`config.mk`:
```
export PLATFORM = sky130hd
export DESIGN_NAME = fios_res_collector_flat
export DESIGN_NICKNAME = d
export VERILOG_FILES = /design/src/rtl/fios_res_collector_pkg.sv /design/src/rtl/fios_res_collector_if.sv /design/src/rtl/fios_res_collector_buffer.sv /design/src/rtl/fios_res_collector.sv /design/src/flat_wrapper.sv
export SDC_FILE = /design/constraint.sdc
export NUM_CORES = 1
export LEC_CHECK = 0
export CAP_MARGIN = 5
export CORE_MARGIN = 10
export CORE_UTILIZATION = 50
export CTS_BUF_LIST = sky130_fd_sc_hd__clkbuf_4 sky130_fd_sc_hd__clkbuf_8
export DETAILED_ROUTE_END_ITERATION = 16
export PLACE_DENSITY = 0.68
export SKIP_CTS_REPAIR_TIMING = 1
export SLEW_MARGIN = 0
export SYNTH_ARGS = -nofsm -noshare
export SYNTH_HDL_FRONTEND = slang
export SYNTH_SLANG_ARGS = --single-unit
export TNS_END_PERCENT = 100
```
`constraint.sdc`:
```
create_clock -name clock_i -period 6.8 [get_ports clock_i]
set_input_delay 1.02 -clock clock_i [delete_from_list [all_inputs] [get_ports clock_i]]
set_output_delay 1.02 -clock clock_i [all_outputs]
set_load 0.01 [all_outputs]
```
`src/rtl/fios_res_collector_pkg.sv`:
```
// Shared definitions for the FIOS result collector: word width and FSM state encoding.
package fios_pkg;

    localparam int unsigned WORD_W = 17;

    typedef enum logic [1:0] {
        IDLE,
        COLLECT,
        DRAIN
    } res_col_state_t;

endpackage

```
`src/rtl/fios_res_collector_if.sv`:
```
// RES input stream and reduced-result output stream of the FIOS collector.
interface fios_res_collector_if;
    import fios_pkg::*;

    logic              res_valid_i;
    logic              res_first_i;
    logic [WORD_W-1:0] res_i;
    logic [WORD_W-1:0] p_i;
    logic              out_valid_o;
    logic              out_ready_i;
    logic [WORD_W-1:0] out_data_o;
    logic              out_last_o;

    modport master (
        output res_valid_i, res_first_i, res_i, p_i, out_ready_i,
        input  out_valid_o, out_data_o, out_last_o
    );

    modport slave (
        input  res_valid_i, res_first_i, res_i, p_i, out_ready_i,
        output out_valid_o, out_data_o, out_last_o
    );

endinterface

```
`src/rtl/fios_res_collector_buffer.sv`:
```
// s x W register file: one synchronous write port, one asynchronous read port.
module res_word_buffer #(
    parameter int unsigned s = 8,
    parameter int unsigned W = 17
) (
    input  logic                                 clock_i,
    input  logic                                 we,
    input  logic [((s > 1) ? $clog2(s) : 1)-1:0] waddr,
    input  logic [W-1:0]                         wdata,
    input  logic [((s > 1) ? $clog2(s) : 1)-1:0] raddr,
    output logic [W-1:0]                         rdata
);

    logic [W-1:0] mem [s];

    always_ff @(posedge clock_i) begin
        if (we) begin
            mem[waddr] <= wdata;
        end
    end

    assign rdata = mem[raddr];

endmodule

```
`src/rtl/fios_res_collector.sv`:
```
// Collects the word-serial FIOS RES stream, applies the final R >= p ? R-p : R
// reduction with a serial borrow chain, and replays the result as a valid/ready stream.
module fios_res_collector
    import fios_pkg::*;
#(
    parameter int unsigned s = 8
) (
    input  logic                 clock_i,
    input  logic                 reset_n_i,
    fios_res_collector_if.slave  bus,
    output logic                 busy_o,
    output logic                 err_o
);

    localparam int unsigned W     = WORD_W;
    localparam int unsigned IDX_W = (s > 1) ? $clog2(s) : 1;
    localparam logic [IDX_W-1:0] LAST = IDX_W'(s - 1);

    res_col_state_t   state, state_n;
    logic [IDX_W-1:0] idx, idx_n, wr_idx;
    logic             borrow, borrow_n, borrow_in;
    logic             sel_sub, sel_sub_n;
    logic             err, err_n;
    logic             capture;
    logic [W:0]       diff;
    logic [W-1:0]     r_rd, d_rd;

    always_ff @(posedge clock_i or negedge reset_n_i) begin
        if (!reset_n_i) begin
            state   <= IDLE;
            idx     <= '0;
            borrow  <= 1'b0;
            sel_sub <= 1'b0;
            err     <= 1'b0;
        end else begin
            state   <= state_n;
            idx     <= idx_n;
            borrow  <= borrow_n;
            sel_sub <= sel_sub_n;
            err     <= err_n;
        end
    end

    always_comb begin
        state_n   = state;
        idx_n     = idx;
        borrow_n  = borrow;
        sel_sub_n = sel_sub;
        err_n     = err;
        capture   = 1'b0;
        wr_idx    = idx;
        borrow_in = borrow;

        case (state)
            IDLE: begin
                if (bus.res_valid_i) begin
                    if (bus.res_first_i) begin
                        capture   = 1'b1;
                        wr_idx    = '0;
                        borrow_in = 1'b0;
                    end else begin
                        err_n = 1'b1;
                    end
                end
            end
            COLLECT: begin
                if (bus.res_valid_i) begin
                    capture = 1'b1;
                    if (bus.res_first_i) begin
                        err_n     = 1'b1;
                        wr_idx    = '0;
                        borrow_in = 1'b0;
                    end
                end
            end
            DRAIN: begin
                if (bus.res_valid_i) begin
                    err_n = 1'b1;
                end
                if (bus.out_ready_i) begin
                    if (idx == LAST) begin
                        state_n = IDLE;
                        idx_n   = '0;
                    end else begin
                        idx_n = idx + IDX_W'(1);
                    end
                end
            end
            default: begin
                state_n = IDLE;
                idx_n   = '0;
            end
        endcase

        diff = {1'b0, bus.res_i} - {1'b0, bus.p_i} - {{W{1'b0}}, borrow_in};

        // Word 0 and the final word share this path, so a restart or s==1 lands correctly.
        if (capture) begin
            borrow_n = diff[W];
            if (wr_idx == LAST) begin
                sel_sub_n = ~diff[W];
                idx_n     = '0;
                state_n   = DRAIN;
            end else begin
                idx_n   = wr_idx + IDX_W'(1);
                state_n = COLLECT;
            end
        end
    end

    res_word_buffer #(.s(s), .W(W)) u_r_buf (
        .clock_i (clock_i),
        .we      (capture),
        .waddr   (wr_idx),
        .wdata   (bus.res_i),
        .raddr   (idx),
        .rdata   (r_rd)
    );

    res_word_buffer #(.s(s), .W(W)) u_d_buf (
        .clock_i (clock_i),
        .we      (capture),
        .waddr   (wr_idx),
        .wdata   (diff[W-1:0]),
        .raddr   (idx),
        .rdata   (d_rd)
    );

    // Data is gated by state so stale buffer contents never leave the block after reset.
    assign bus.out_valid_o = (state == DRAIN);
    assign bus.out_data_o  = (state == DRAIN) ? (sel_sub ? d_rd : r_rd) : '0;
    assign bus.out_last_o  = (state == DRAIN) && (idx == LAST);
    assign busy_o          = (state != IDLE);
    assign err_o           = err;

endmodule

```
`src/flat_wrapper.sv`:
```
// flat-port wrapper written by rule: the top's interface ports become plain ports
module fios_res_collector_flat import fios_pkg::*;
#(
    parameter int unsigned s = 8
)
  (clock_i, reset_n_i, busy_o, err_o, bus_res_valid_i, bus_res_first_i, bus_res_i, bus_p_i, bus_out_ready_i, bus_out_valid_o, bus_out_data_o, bus_out_last_o);
  fios_res_collector_if bus_i ();
  input  logic clock_i;
  input  logic reset_n_i;
  output logic busy_o;
  output logic err_o;
  input wire logic [$bits(bus_i.res_valid_i)-1:0] bus_res_valid_i;
  input wire logic [$bits(bus_i.res_first_i)-1:0] bus_res_first_i;
  input wire logic [$bits(bus_i.res_i)-1:0] bus_res_i;
  input wire logic [$bits(bus_i.p_i)-1:0] bus_p_i;
  input wire logic [$bits(bus_i.out_ready_i)-1:0] bus_out_ready_i;
  output wire logic [$bits(bus_i.out_valid_o)-1:0] bus_out_valid_o;
  output wire logic [$bits(bus_i.out_data_o)-1:0] bus_out_data_o;
  output wire logic [$bits(bus_i.out_last_o)-1:0] bus_out_last_o;
  assign bus_i.res_valid_i = bus_res_valid_i;
  assign bus_i.res_first_i = bus_res_first_i;
  assign bus_i.res_i = bus_res_i;
  assign bus_i.p_i = bus_p_i;
  assign bus_i.out_ready_i = bus_out_ready_i;
  assign bus_out_valid_o = bus_i.out_valid_o;
  assign bus_out_data_o = bus_i.out_data_o;
  assign bus_out_last_o = bus_i.out_last_o;
  fios_res_collector #(.s(s)) u_core (.clock_i(clock_i), .reset_n_i(reset_n_i), .bus(bus_i), .busy_o(busy_o), .err_o(err_o));
endmodule
```
After elaboration in Yosys (flattened, before gate mapping)

Memories as Yosys holds them, arrays and structs flattened.
Index checks and enable logic that the tools add are counted.

Bits in writable memories: 272
Logic and storage cells: 63
Register bits after elaboration: 8
Output and inout port bits: 21
Memories: 2
Input port bits: 39

Reductions and logical operators: 9
Eq/ne operators: 12
Add/subtract/negate cells: 4
Bitwise gates (word level): 1
Multiplexer cells: 30

Memory list:

| memory             | words | width | rd ports | clocked after Yosys merged registers in | wr ports | line                            | source |
|---|---|---|---|---|---|---|---|
| u_core.u_d_buf.mem | 8     | 17    | 1        | 0                                       | 1        | fios_res_collector_buffer.sv:14 | `logic [W-1:0] mem [s];` |
| u_core.u_r_buf.mem | 8     | 17    | 1        | 0                                       | 1        | fios_res_collector_buffer.sv:14 |  |

Operator list:

| kind                                                                     | number |
|---|---|
| 17-bit 2-to-1 mux                                                        | 2 |
| 3-bit 2-to-1 mux                                                         | 7 |
| 17-bit by 17-bit subtractor with 18-bit output                           | 1 |
| 18-bit by 1-bit subtractor with 18-bit output                            | 1 |
| 1-bit 2-to-1 mux                                                         | 13 |
| 2-bit inequality test (second input constant)                            | 5 |
| 2-bit 2-to-1 mux                                                         | 4 |
| 3-bit by 1-bit adder with 3-bit output (second input constant)           | 2 |
| 3-bit equality test (second input constant)                              | 2 |
| 3-bit case mux with 2 select lines                                       | 1 |
| 6-bit AND reduction                                                      | 1 |
| 2-bit case mux with 2 select lines                                       | 1 |
| 2-bit AND reduction                                                      | 2 |
| 3-bit by 1-bit inequality test with 1-bit output (second input constant) | 1 |
| 3-bit by 2-bit inequality test with 1-bit output (second input constant) | 1 |
| 1-bit case mux with 3 select lines                                       | 1 |
| 3-bit AND reduction                                                      | 1 |
| 3-bit nonzero test                                                       | 1 |
| 2-bit by 1-bit equality test with 1-bit output (second input constant)   | 1 |
| 2-bit equality test (second input constant)                              | 1 |
| 2-bit logical NOT                                                        | 1 |
| 2-bit by 1-bit inequality test with 1-bit output (second input constant) | 1 |
| 1-bit case mux with 2 select lines                                       | 1 |
| 2-bit nonzero test                                                       | 1 |
| other kinds (3)                                                          | 3 |

Depth between registers and ports, before layout

Gate-level depths: netlist (run 1).

Depth after elaboration: 6
Gate-level depth with buffers: 15
Mapped depth without buffers: 15

Hierarchy

From an unflattened synthesis (run 1), not the netlist that was laid out.

Cells, all modules: 682
Area total of the unflattened synthesis: 12,469.5 um^2

Modules (own cells, without submodules):

| module             | cells an instance | times used | seq. area each (um^2) | area each (um^2) |
|---|---|---|---|---|
| res_word_buffer    | 210               | 2          | 4,083.9               | 5,258.8 |
| fios_res_collector | 262               | 1          | 200.2                 | 1,951.9 |

Worst setup path before layout (run 1)

OpenSTA, ideal clock, no wires.

Path type: input port to flip-flop
Start: input bus_res_first_i
End: memory u_core.u_d_buf.mem[4][0], enable pin
Required time: 6.289 ns
Path buffers: 0
Stages: 4
Arrival: 4.747 ns
Library setup time: 0.511 ns
Path slack: 1.543 ns
Cell sequence: nand3_1 -> nand2_1 -> inv_1 -> nor4_1

Word-level cells in the longest chain between the ends: 5
Elaborated cells between the ends (all ways): 8
Those cells by class: mux (8)

RTL lines:

| item                                   | line                            | source |
|---|---|---|
| start: declaration                     | flat_wrapper.sv:13              | `input wire logic [$bits(bus_i.res_first_i)-1:0] bus_res_first_i;` |
| 1-bit 2-to-1 mux                       | fios_res_collector.sv:57        | `if (bus.res_first_i) begin` |
| 1-bit 2-to-1 mux                       | fios_res_collector.sv:56        | `if (bus.res_valid_i) begin` |
| 1-bit case mux with 2 select lines     | fios_res_collector.sv:54        | `case (state)` |
| 1-bit 2-to-1 mux                       | fios_res_collector_buffer.sv:17 | `if (we) begin` |
| 1-bit 2-to-1 mux (not written as such) | fios_res_collector_buffer.sv:18 | `mem[waddr] <= wdata;` |
| end: declaration                       | fios_res_collector_buffer.sv:14 |  |

Several ways; a longest one is shown, not always the timed one.

Worst setup path in the final report (run 1)

Start: register u_core.idx[0]
End: output bus_out_data_o[8]

Word-level cells in the longest chain between the ends: 3
Elaborated cells between the ends (all ways): 4
Those cells by class: mux (2); memory (2)

RTL lines:

| item                             | line                      | source |
|---|---|---|
| start: declaration               | fios_res_collector.sv:20  | `logic [IDX_W-1:0] idx, idx_n, wr_idx;` |
| start signal: assignment         | fios_res_collector.sv:37  | `idx <= idx_n;` |
| memory 8 x 17 bit                | n/a                       |  |
| 17-bit 2-to-1 mux * (2 in a row) | fios_res_collector.sv:131 | `assign bus.out_data_o = (state == DRAIN) ? (sel_sub ? d_rd : r_rd) : '0;` |
| end: declaration                 | flat_wrapper.sv:18        | `output wire logic [$bits(bus_i.out_data_o)-1:0] bus_out_data_o;` |

Mark *: on every way between the ends. The rest lies on a longest branch, timed or not.

==> impl_metrics.prom, run 1 <==
# TYPE chip_impl_metric gauge
chip_impl_metric{name="area_growth",unit="%"} 15.3
chip_impl_metric{name="detailroute.via_count",unit=""} 6241
chip_impl_metric{name="top_level_ports",unit=""} 60
chip_impl_metric{name="routed_wire_length_per_instance",unit="µm"} 23.4
chip_impl_metric{name="count_of_flip_flops_with_a_built_in_enable_after_synthesis",unit=""} 272
chip_impl_metric{name="yosys_register_bits",unit=""} 280
chip_impl_metric{name="number_of_clock_sinks",unit=""} 280
chip_impl_info{name="crit_path_cell_trace",value="buf_4 -> mux4_1 -> mux4_2 -> and2_1 -> clkdlybuf4s50_1"} 1
chip_impl_info{name="cts_root_buffer",value="clkbuf_8"} 1
chip_impl_metric{name="timing.setup.tns",unit="ps"} 0
chip_impl_metric{name="grt_pass1_vias",unit=""} 6668
chip_impl_metric{name="die_y",unit="µm"} 176
chip_impl_metric{name="insertion_delay",unit="ps"} 550
chip_impl_metric{name="power.leakage",unit="nW"} 4.79
chip_impl_metric{name="layout.cell_area.non_filler",unit="µm²"} 14000
chip_impl_metric{name="clk_pin_slew_worst_paths",unit="ps"} 60
chip_impl_metric{name="grt_start_max_net_pins",unit=""} 49
chip_impl_metric{name="grt_util_met3",unit="%"} 2.94
chip_impl_metric{name="grt_antenna_before_repair",unit=""} 0
chip_impl_metric{name="slew-limit-headroom",unit="%"} 15.1
chip_impl_metric{name="drtPass1Iterations",unit=""} 5
chip_impl_metric{name="drt_wl_total",unit="µm"} 25300
chip_impl_metric{name="min_period",unit="ps"} 5030
chip_impl_metric{name="port-buffer-count",unit=""} 59
chip_impl_metric{name="total_grt_overflow",unit=""} 0
chip_impl_metric{name="syn_area",unit="µm²"} 12100
chip_impl_metric{name="globalplace.congestion",unit=""} 0.815
chip_impl_metric{name="worstPathRequired",unit="ps"} 5780
chip_impl_metric{name="dpl-instance-area",unit="µm²"} 13100
chip_impl_metric{name="cp_data_arrival_time",unit="ps"} 4010
chip_impl_metric{name="groute.layer.met1.usage",unit="%"} 21.9
chip_impl_metric{name="nNetsFinal",unit=""} 806
chip_impl_metric{name="timing_worst_slew_pin_value",unit="ps"} 1270
chip_impl_metric{name="postRouteAntennaNets",unit=""} 0
chip_impl_metric{name="floorplan.die_area",unit="µm²"} 30900
chip_impl_metric{name="synth_area_per_cell",unit="µm²"} 19.3
chip_impl_info{name="worst_path_dominant_cell_family",value="multiplexers"} 1
chip_impl_metric{name="detail_route.drc_violations",unit=""} 0
chip_impl_metric{name="clock_skew",unit="ps"} 26.2
chip_impl_metric{name="slew_violations",unit=""} 0
chip_impl_info{name="outcome",value="finished, final reports clean"} 1
chip_impl_metric{name="syn_inst",unit=""} 631
chip_impl_info{name="setup.worst_path.start_class",value="flip-flop"} 1
chip_impl_metric{name="synth_nets",unit=""} 708
chip_impl_metric{name="power.density",unit="nW/µm²"} 344
chip_impl_metric{name="timing.critical_path.buf_inv",unit=""} 2
chip_impl_metric{name="final_layout_size_suffix_gt1_share",unit="%"} 22.3
chip_impl_metric{name="synth_cell_types",unit=""} 48
chip_impl_metric{name="n_antenna_cell",unit=""} 0
chip_impl_info{name="crit_end_category",value="output port"} 1
chip_impl_info{name="clock_tree_from_tritoncts",value="built"} 1
chip_impl_metric{name="setup_viol_count_final",unit=""} 0
chip_impl_info{name="path_class",value="reg -> out"} 1
chip_impl_metric{name="tritoncts_buffer_count",unit=""} 46
chip_impl_metric{name="die-width",unit="µm"} 176
chip_impl_info{name="hold_path_class",value="reg -> reg"} 1
chip_impl_metric{name="ys.warnings.count",unit=""} 0
chip_impl_metric{name="drt_iter0_drc",unit=""} 418
chip_impl_metric{name="synth_seq_area_share",unit="%"} 68.9
chip_impl_info{name="rsz0062_at_grt",value="false"} 1
chip_impl_metric{name="groute.usage.overall",unit="%"} 16.6
chip_impl_metric{name="grt_pass1_wl",unit="µm"} 39400
chip_impl_metric{name="detailed_place_hpwl",unit="µm"} 14800
chip_impl_metric{name="post_drt_via_cell_ratio",unit=""} 5.77
chip_impl_info{name="dominantRegCellSynth",value="edfxtp_1"} 1
chip_impl_metric{name="peakVddDrop",unit="mV"} 0.329
chip_impl_metric{name="final_core_utilization",unit="%"} 59.1
chip_impl_metric{name="gr-usage-met2",unit="%"} 27.4
chip_impl_metric{name="async_sr_flop_fraction",unit="%"} 2.86
chip_impl_info{name="busiest_layer",value="met2"} 1
chip_impl_metric{name="timing.critical_path.fanout_max",unit=""} 48
chip_impl_metric{name="core-area",unit="µm²"} 23700
chip_impl_metric{name="power.total",unit="W"} 0.00482
chip_impl_info{name="crit_slowest_cell",value="dfrtp_4"} 1
chip_impl_metric{name="max_freq",unit="GHz"} 0.199
chip_impl_metric{name="hold_viol_final",unit=""} 0
chip_impl_metric{name="max_cap_violations",unit=""} 0
chip_impl_metric{name="min_period_over_period",unit="%"} 74.0
chip_impl_metric{name="ctsLongestPathBuffers",unit=""} 3
chip_impl_metric{name="placement_rows",unit=""} 56
chip_impl_metric{name="cpPeakStageDelay",unit="ps"} 1030
chip_impl_metric{name="floorplan.initialDensity",unit="%"} 51.3
chip_impl_metric{name="h-tree-depth",unit=""} 2
==> worst paths after layout <==
check | start | slack [ps] | to | depth (start not counted)
min in group asynchronous | reset_n_i | 750 | u_core.state[1] | 1
min | u_core.err_o | 460 | u_core.err_o | 1
max | u_core.idx[0] | 1770 | bus_out_data_o[8] | 5
min reg2reg | u_core.err_o | 460 | u_core.err_o | 1
max in group asynchronous | reset_n_i | 5750 | u_core.idx[0] | 1
max reg2reg | u_core.state[1] | 2360 | u_core.u_d_buf.mem[6][16] | 15
==> layout by cell type (no fill, tap or decap), types with 13 or more instances in the layout <==
cell type,Yosys,layout
a21oi_1,14,14
and2_1,19,19
buf_4,2,15
clkbuf_8,0,46
clkdlybuf4s50_1,0,59
clkinv_1,0,13
edfxtp_1,272,272
ha_1,36,36
inv_1,58,58
mux4_1,18,18
mux4_2,67,67
nand2_1,21,21
==> per-layer routing <==
metal  share of wire, %  up-vias
met2                 50      174
met4                2.1        0
met5                  0        -
li1                   -     2730
met3                5.1       46
met1                 43     3291
==> state kept, by name, indices dropped and copies added (netlist names) <==
register,count
u_core.u_r_buf.mem,136
u_core.borrow,1
u_core.u_d_buf.mem,136
u_core.err_o,1
u_core.sel_sub,1
u_core.state,2
u_core.idx,3
==> report_power, final <==
part / leakage (nW) / internal [W] / switching, W
combinational: 1.77 / 0.000551 / 0.000525
clock: 0.461 / 0.000760 / 0.000650
sequential: 2.56 / 0.00218 / 0.000156
total: 4.79 / 0.00349 / 0.00133
==> cell usage after synthesis, types with 5 or more instances <==
library cell	instances	area, µm²
edfxtp_1	272	8170
dfrtp_1	8	200
nand2_1	21	78.8
mux4_1	18	473
nor4_1	5	31.3
xor2_1	7	61.3
mux4_2	67	1510
buf_6	7	78.8
ha_1	36	450
a21oi_1	14	70.1
xnor2_1	10	87.6
and2_1	19	119
inv_1	58	218
buf_2	8	40.0
o21ai_0	10	50.1
nor2_1	16	60.1
==> cells by family after synthesis <==
family | count (synthesis) | synth area share [%]
compound gates | 47 | 2.72
xor+xnor | 17 | 1.23
fa+ha+maj | 38 | 4.04
buf+inv | 82 | 3.30
flops | 280 | 68.9
mux | 86 | 16.4
simple gates | 81 | 3.44
==> final cells by class <==
type                       count  area, µm²
fill                        1829       9680
multi-input combinational    269       3440
clock buffer                  55        701
clock inverter                27        178
inverter                      58        218
timing repair buffer          74        703
tap                          319        399
sequential                   280       8370
==> through the flow <==
stage	worst slack (ps)	instances	hold WS [ps]
final	1770	1082	463
after global routing	1480	1082	484
after CTS	1660	1082	475
after detailed placement	1340	1000	462
after global placement	1480	1000	439
after floorplan	1540	631	472
(Power assumes the default switching activity.)
==> run 2: changes to the inputs <==
--- a/config.mk
+++ b/config.mk
@@ -10,7 +10,7 @@
 export CORE_UTILIZATION = 50
 export CTS_BUF_LIST = sky130_fd_sc_hd__clkbuf_4 sky130_fd_sc_hd__clkbuf_8
 export DETAILED_ROUTE_END_ITERATION = 16
-export PLACE_DENSITY = 0.68
+export PLACE_DENSITY = 0.71
 export SKIP_CTS_REPAIR_TIMING = 1
 export SLEW_MARGIN = 0
 export SYNTH_ARGS = -nofsm -noshare
==> constraint.sdc (replaced) <==
create_clock -name clock_i -period 4.1 [get_ports clock_i]
set_input_delay 0.615 -clock clock_i [delete_from_list [all_inputs] [get_ports clock_i]]
set_output_delay 0.615 -clock clock_i [all_outputs]
set_load 0.01 [all_outputs]
==> run 2 against run 1 <==
Routed wire length rose by 0.29%; utilization grew 0.93 points; sequential share of layout area decreased by 0.92 points; final cell count is 1.3% higher; final area increased by 1.6%; register-to-register slack lost 2200 ps; die area stayed put; total power increased by 66%; first-iteration DRC count rose by 25%; largest power group unchanged; highest routed layer unchanged.
==> impl_metrics.prom, run 2 (same netlist as run 1, synthesis figures left out) <==
# TYPE chip_impl_metric gauge
chip_impl_info{name="outcome",value="finished, final reports clean"} 1
chip_impl_metric{name="power.leakage",unit="nW"} 4.91
chip_impl_metric{name="cpPeakStageDelay",unit="ps"} 600
chip_impl_metric{name="insertion_delay",unit="ps"} 550
chip_impl_metric{name="floorplan.die_area",unit="µm²"} 30900
chip_impl_metric{name="drt_iter0_drc",unit=""} 524
chip_impl_metric{name="power.share.combinational",unit="%"} 23.9
chip_impl_metric{name="worstPathRequired",unit="ps"} 4360
chip_impl_metric{name="met3_wirelength",unit="µm"} 1430
chip_impl_metric{name="min_period",unit="ps"} 3960
chip_impl_metric{name="clock_skew",unit="ps"} 20.7
chip_impl_info{name="crit_path_cell_trace",value="clkdlybuf4s50_1 -> nand3_1 -> and2_1 -> fa_2 -> inv_1 -> ha_1 -> or2_2 -> fa_2 -> nand2b_4 -> a2111oi_4 -> o31ai_2 -> a21oi_2 -> buf_4 -> buf_4 -> xnor2_1"} 1
chip_impl_metric{name="total_grt_overflow",unit=""} 0
chip_impl_metric{name="top_level_ports",unit=""} 60
chip_impl_metric{name="power_report.internal_total",unit="W"} 0.00578
chip_impl_metric{name="post_drt_via_cell_ratio",unit=""} 5.66
chip_impl_metric{name="slew_violations",unit=""} 0
chip_impl_info{name="rsz0062_at_grt",value="false"} 1
chip_impl_metric{name="detailroute.via_count",unit=""} 6204
chip_impl_info{name="final_cell_mix",value="edfxtp_1 (272), mux4_2 (67), inv_1 (58), clkdlybuf4s50_1 (58), clkbuf_8 (47)"} 1
chip_impl_metric{name="number_of_clock_sinks",unit=""} 280
chip_impl_metric{name="globalplace.congestion",unit=""} 0.807
chip_impl_metric{name="timing.critical_path.fanout_max",unit=""} 8
chip_impl_info{name="final_common_cell",value="edfxtp_1"} 1
chip_impl_info{name="crit_slowest_cell",value="fa_2"} 1
chip_impl_metric{name="regToRegSetupSlack",unit="ps"} 200
chip_impl_info{name="reg_top3",value="u_core.u_d_buf.mem x136, u_core.u_r_buf.mem x136, u_core.idx x3"} 1
chip_impl_info{name="setup.worst_path.start_class",value="input pin"} 1
chip_impl_info{name="r2r_start",value="u_core.state[1]"} 1
chip_impl_metric{name="drtPass1Iterations",unit=""} 5
chip_impl_metric{name="floorplan.initialDensity",unit="%"} 51.3
chip_impl_info{name="path_class",value="in -> reg"} 1
chip_impl_metric{name="power.total",unit="W"} 0.00798
chip_impl_metric{name="timing_worst_slew_pin_value",unit="ps"} 916
chip_impl_metric{name="nNetsFinal",unit=""} 822
chip_impl_metric{name="met1_layer_wirelength_in_the_final_routing",unit="µm"} 10900
chip_impl_metric{name="grt_start_max_net_pins",unit=""} 46
chip_impl_info{name="clock_tree_from_tritoncts",value="built"} 1
chip_impl_metric{name="cp_data_arrival_time",unit="ps"} 4230
chip_impl_metric{name="die_y",unit="µm"} 176
chip_impl_metric{name="drt_wl_total",unit="µm"} 25400
chip_impl_metric{name="routed_wire_length_per_instance",unit="µm"} 23.1
chip_impl_metric{name="max_cap_violations",unit=""} 0
chip_impl_metric{name="groute.usage.overall",unit="%"} 16.6
chip_impl_metric{name="switching_share",unit="%"} 27.5
chip_impl_metric{name="detailed_place_hpwl",unit="µm"} 15500
chip_impl_metric{name="grt_pass1_vias",unit=""} 6696
chip_impl_metric{name="fin_worst_hold_slack",unit="ps"} 354
chip_impl_metric{name="core-area",unit="µm²"} 23700
chip_impl_metric{name="final_layout_size_suffix_gt1_share",unit="%"} 25.2
chip_impl_metric{name="dpl-instance-area",unit="µm²"} 13300
chip_impl_info{name="cts_root_buffer",value="clkbuf_8"} 1
chip_impl_metric{name="detail_route.drc_violations",unit=""} 0
chip_impl_metric{name="n_antenna_cell",unit=""} 0
chip_impl_metric{name="ctsLongestPathBuffers",unit=""} 3
chip_impl_metric{name="slew-limit-headroom",unit="%"} 38.9
chip_impl_metric{name="hold_viol_final",unit=""} 0
chip_impl_info{name="crit_end_category",value="flip-flop"} 1
chip_impl_metric{name="power.density",unit="nW/µm²"} 561
chip_impl_metric{name="final_core_utilization",unit="%"} 60.1
chip_impl_metric{name="share_seq_of_total_power",unit="%"} 48.3
chip_impl_metric{name="postRouteAntennaNets",unit=""} 0
chip_impl_metric{name="wl_met2",unit="µm"} 12500
chip_impl_metric{name="setup_viol_count_final",unit=""} 0
chip_impl_metric{name="h-tree-depth",unit=""} 2
chip_impl_metric{name="die-width",unit="µm"} 176
chip_impl_metric{name="n_fill_cell",unit=""} 1733
chip_impl_metric{name="total_switching_power",unit="W"} 0.00219
chip_impl_metric{name="peakVddDrop",unit="mV"} 0.274
chip_impl_metric{name="layout.cell_area.non_filler",unit="µm²"} 14200
chip_impl_metric{name="placement_rows",unit=""} 56
chip_impl_metric{name="part_of_the_total_power_dissipated_in_the_clock_network",unit="%"} 27.8
chip_impl_metric{name="clk_pin_slew_worst_paths",unit="ps"} 60
chip_impl_info{name="hold_path_class",value="in -> async"} 1
chip_impl_metric{name="min_period_over_period",unit="%"} 96.7
chip_impl_metric{name="area_growth",unit="%"} 17.1
chip_impl_metric{name="grt_antenna_before_repair",unit=""} 0
chip_impl_metric{name="port-buffer-count",unit=""} 59
chip_impl_metric{name="tritoncts_buffer_count",unit=""} 45
chip_impl_info{name="route.top_layer_used",value="met4"} 1
chip_impl_metric{name="grt_pass1_wl",unit="µm"} 39100
chip_impl_metric{name="max_freq",unit="GHz"} 0.252
chip_impl_info{name="worst_setup_path_startpoint",value="bus_res_valid_i"} 1
## run 2: path summary, 6_finish.rpt
check | endpoint | cells after the start
setup / recovery | u_core.u_d_buf.mem[6][8] | 15
hold / removal | u_core.state[1] | 1
setup reg to reg | u_core.u_d_buf.mem[6][8] | 15
hold reg to reg | u_core.err_o | 1
max in group asynchronous | u_core.idx[0] | 1
min in group clock_i | u_core.state[0] | 3
## run 2: routing by layer
layer / GRT usage [%] / up-vias
li1: - / 2759
met1: 21.9 / 3210
met2: 27.0 / 197
met3: 3.54 / 38
met4: 4.87 / 0
met5: 0 / -
## run 2: cell type report
cell class | instances | area [µm²] | share of cell area, %
Tap cell | 319 | 399 | 2.81
Clock buffer | 53 | 692 | 4.86
Inverter | 58 | 218 | 1.53
Timing Repair Buffer | 91 | 916 | 6.44
Sequential cell | 280 | 8370 | 58.9
Clock inverter | 26 | 144 | 1.01
Multi-Input combinational cell | 269 | 3480 | 24.5
## run 2: stage by stage
step,cells,setup TNS (ps),setup WS (ps)
after floorplan,631,-98740,-753
after global placement,1016,-23600,-600
after detailed placement,1016,-29120,-672
after CTS,1095,-2920,-128
after global routing,1096,0,12.2
final,1096,0,136
## run 2: power by group through the flow
stage | clock [W] | sequential, W | combinational (W)
3_3_place_gp | 0 | 0.00390 | 0.00182
5_1_grt | 0.00240 | 0.00389 | 0.00206
6_report | 0.00222 | 0.00385 | 0.00191
4_1_cts | 0.00228 | 0.00387 | 0.00188
3_5_place_dp | 0 | 0.00393 | 0.00187
2_1_floorplan | 0 | 0.00373 | 0.00147
## run 2: critical path: cells and delay by family
kind	cells	cell delay, ps
AOI/OAI and AO/OA	3	680
and+or+nand+nor	4	720
xor gates and xnor gates	1	250
buffers and inverters	4	800
adders and majority gates	3	1160
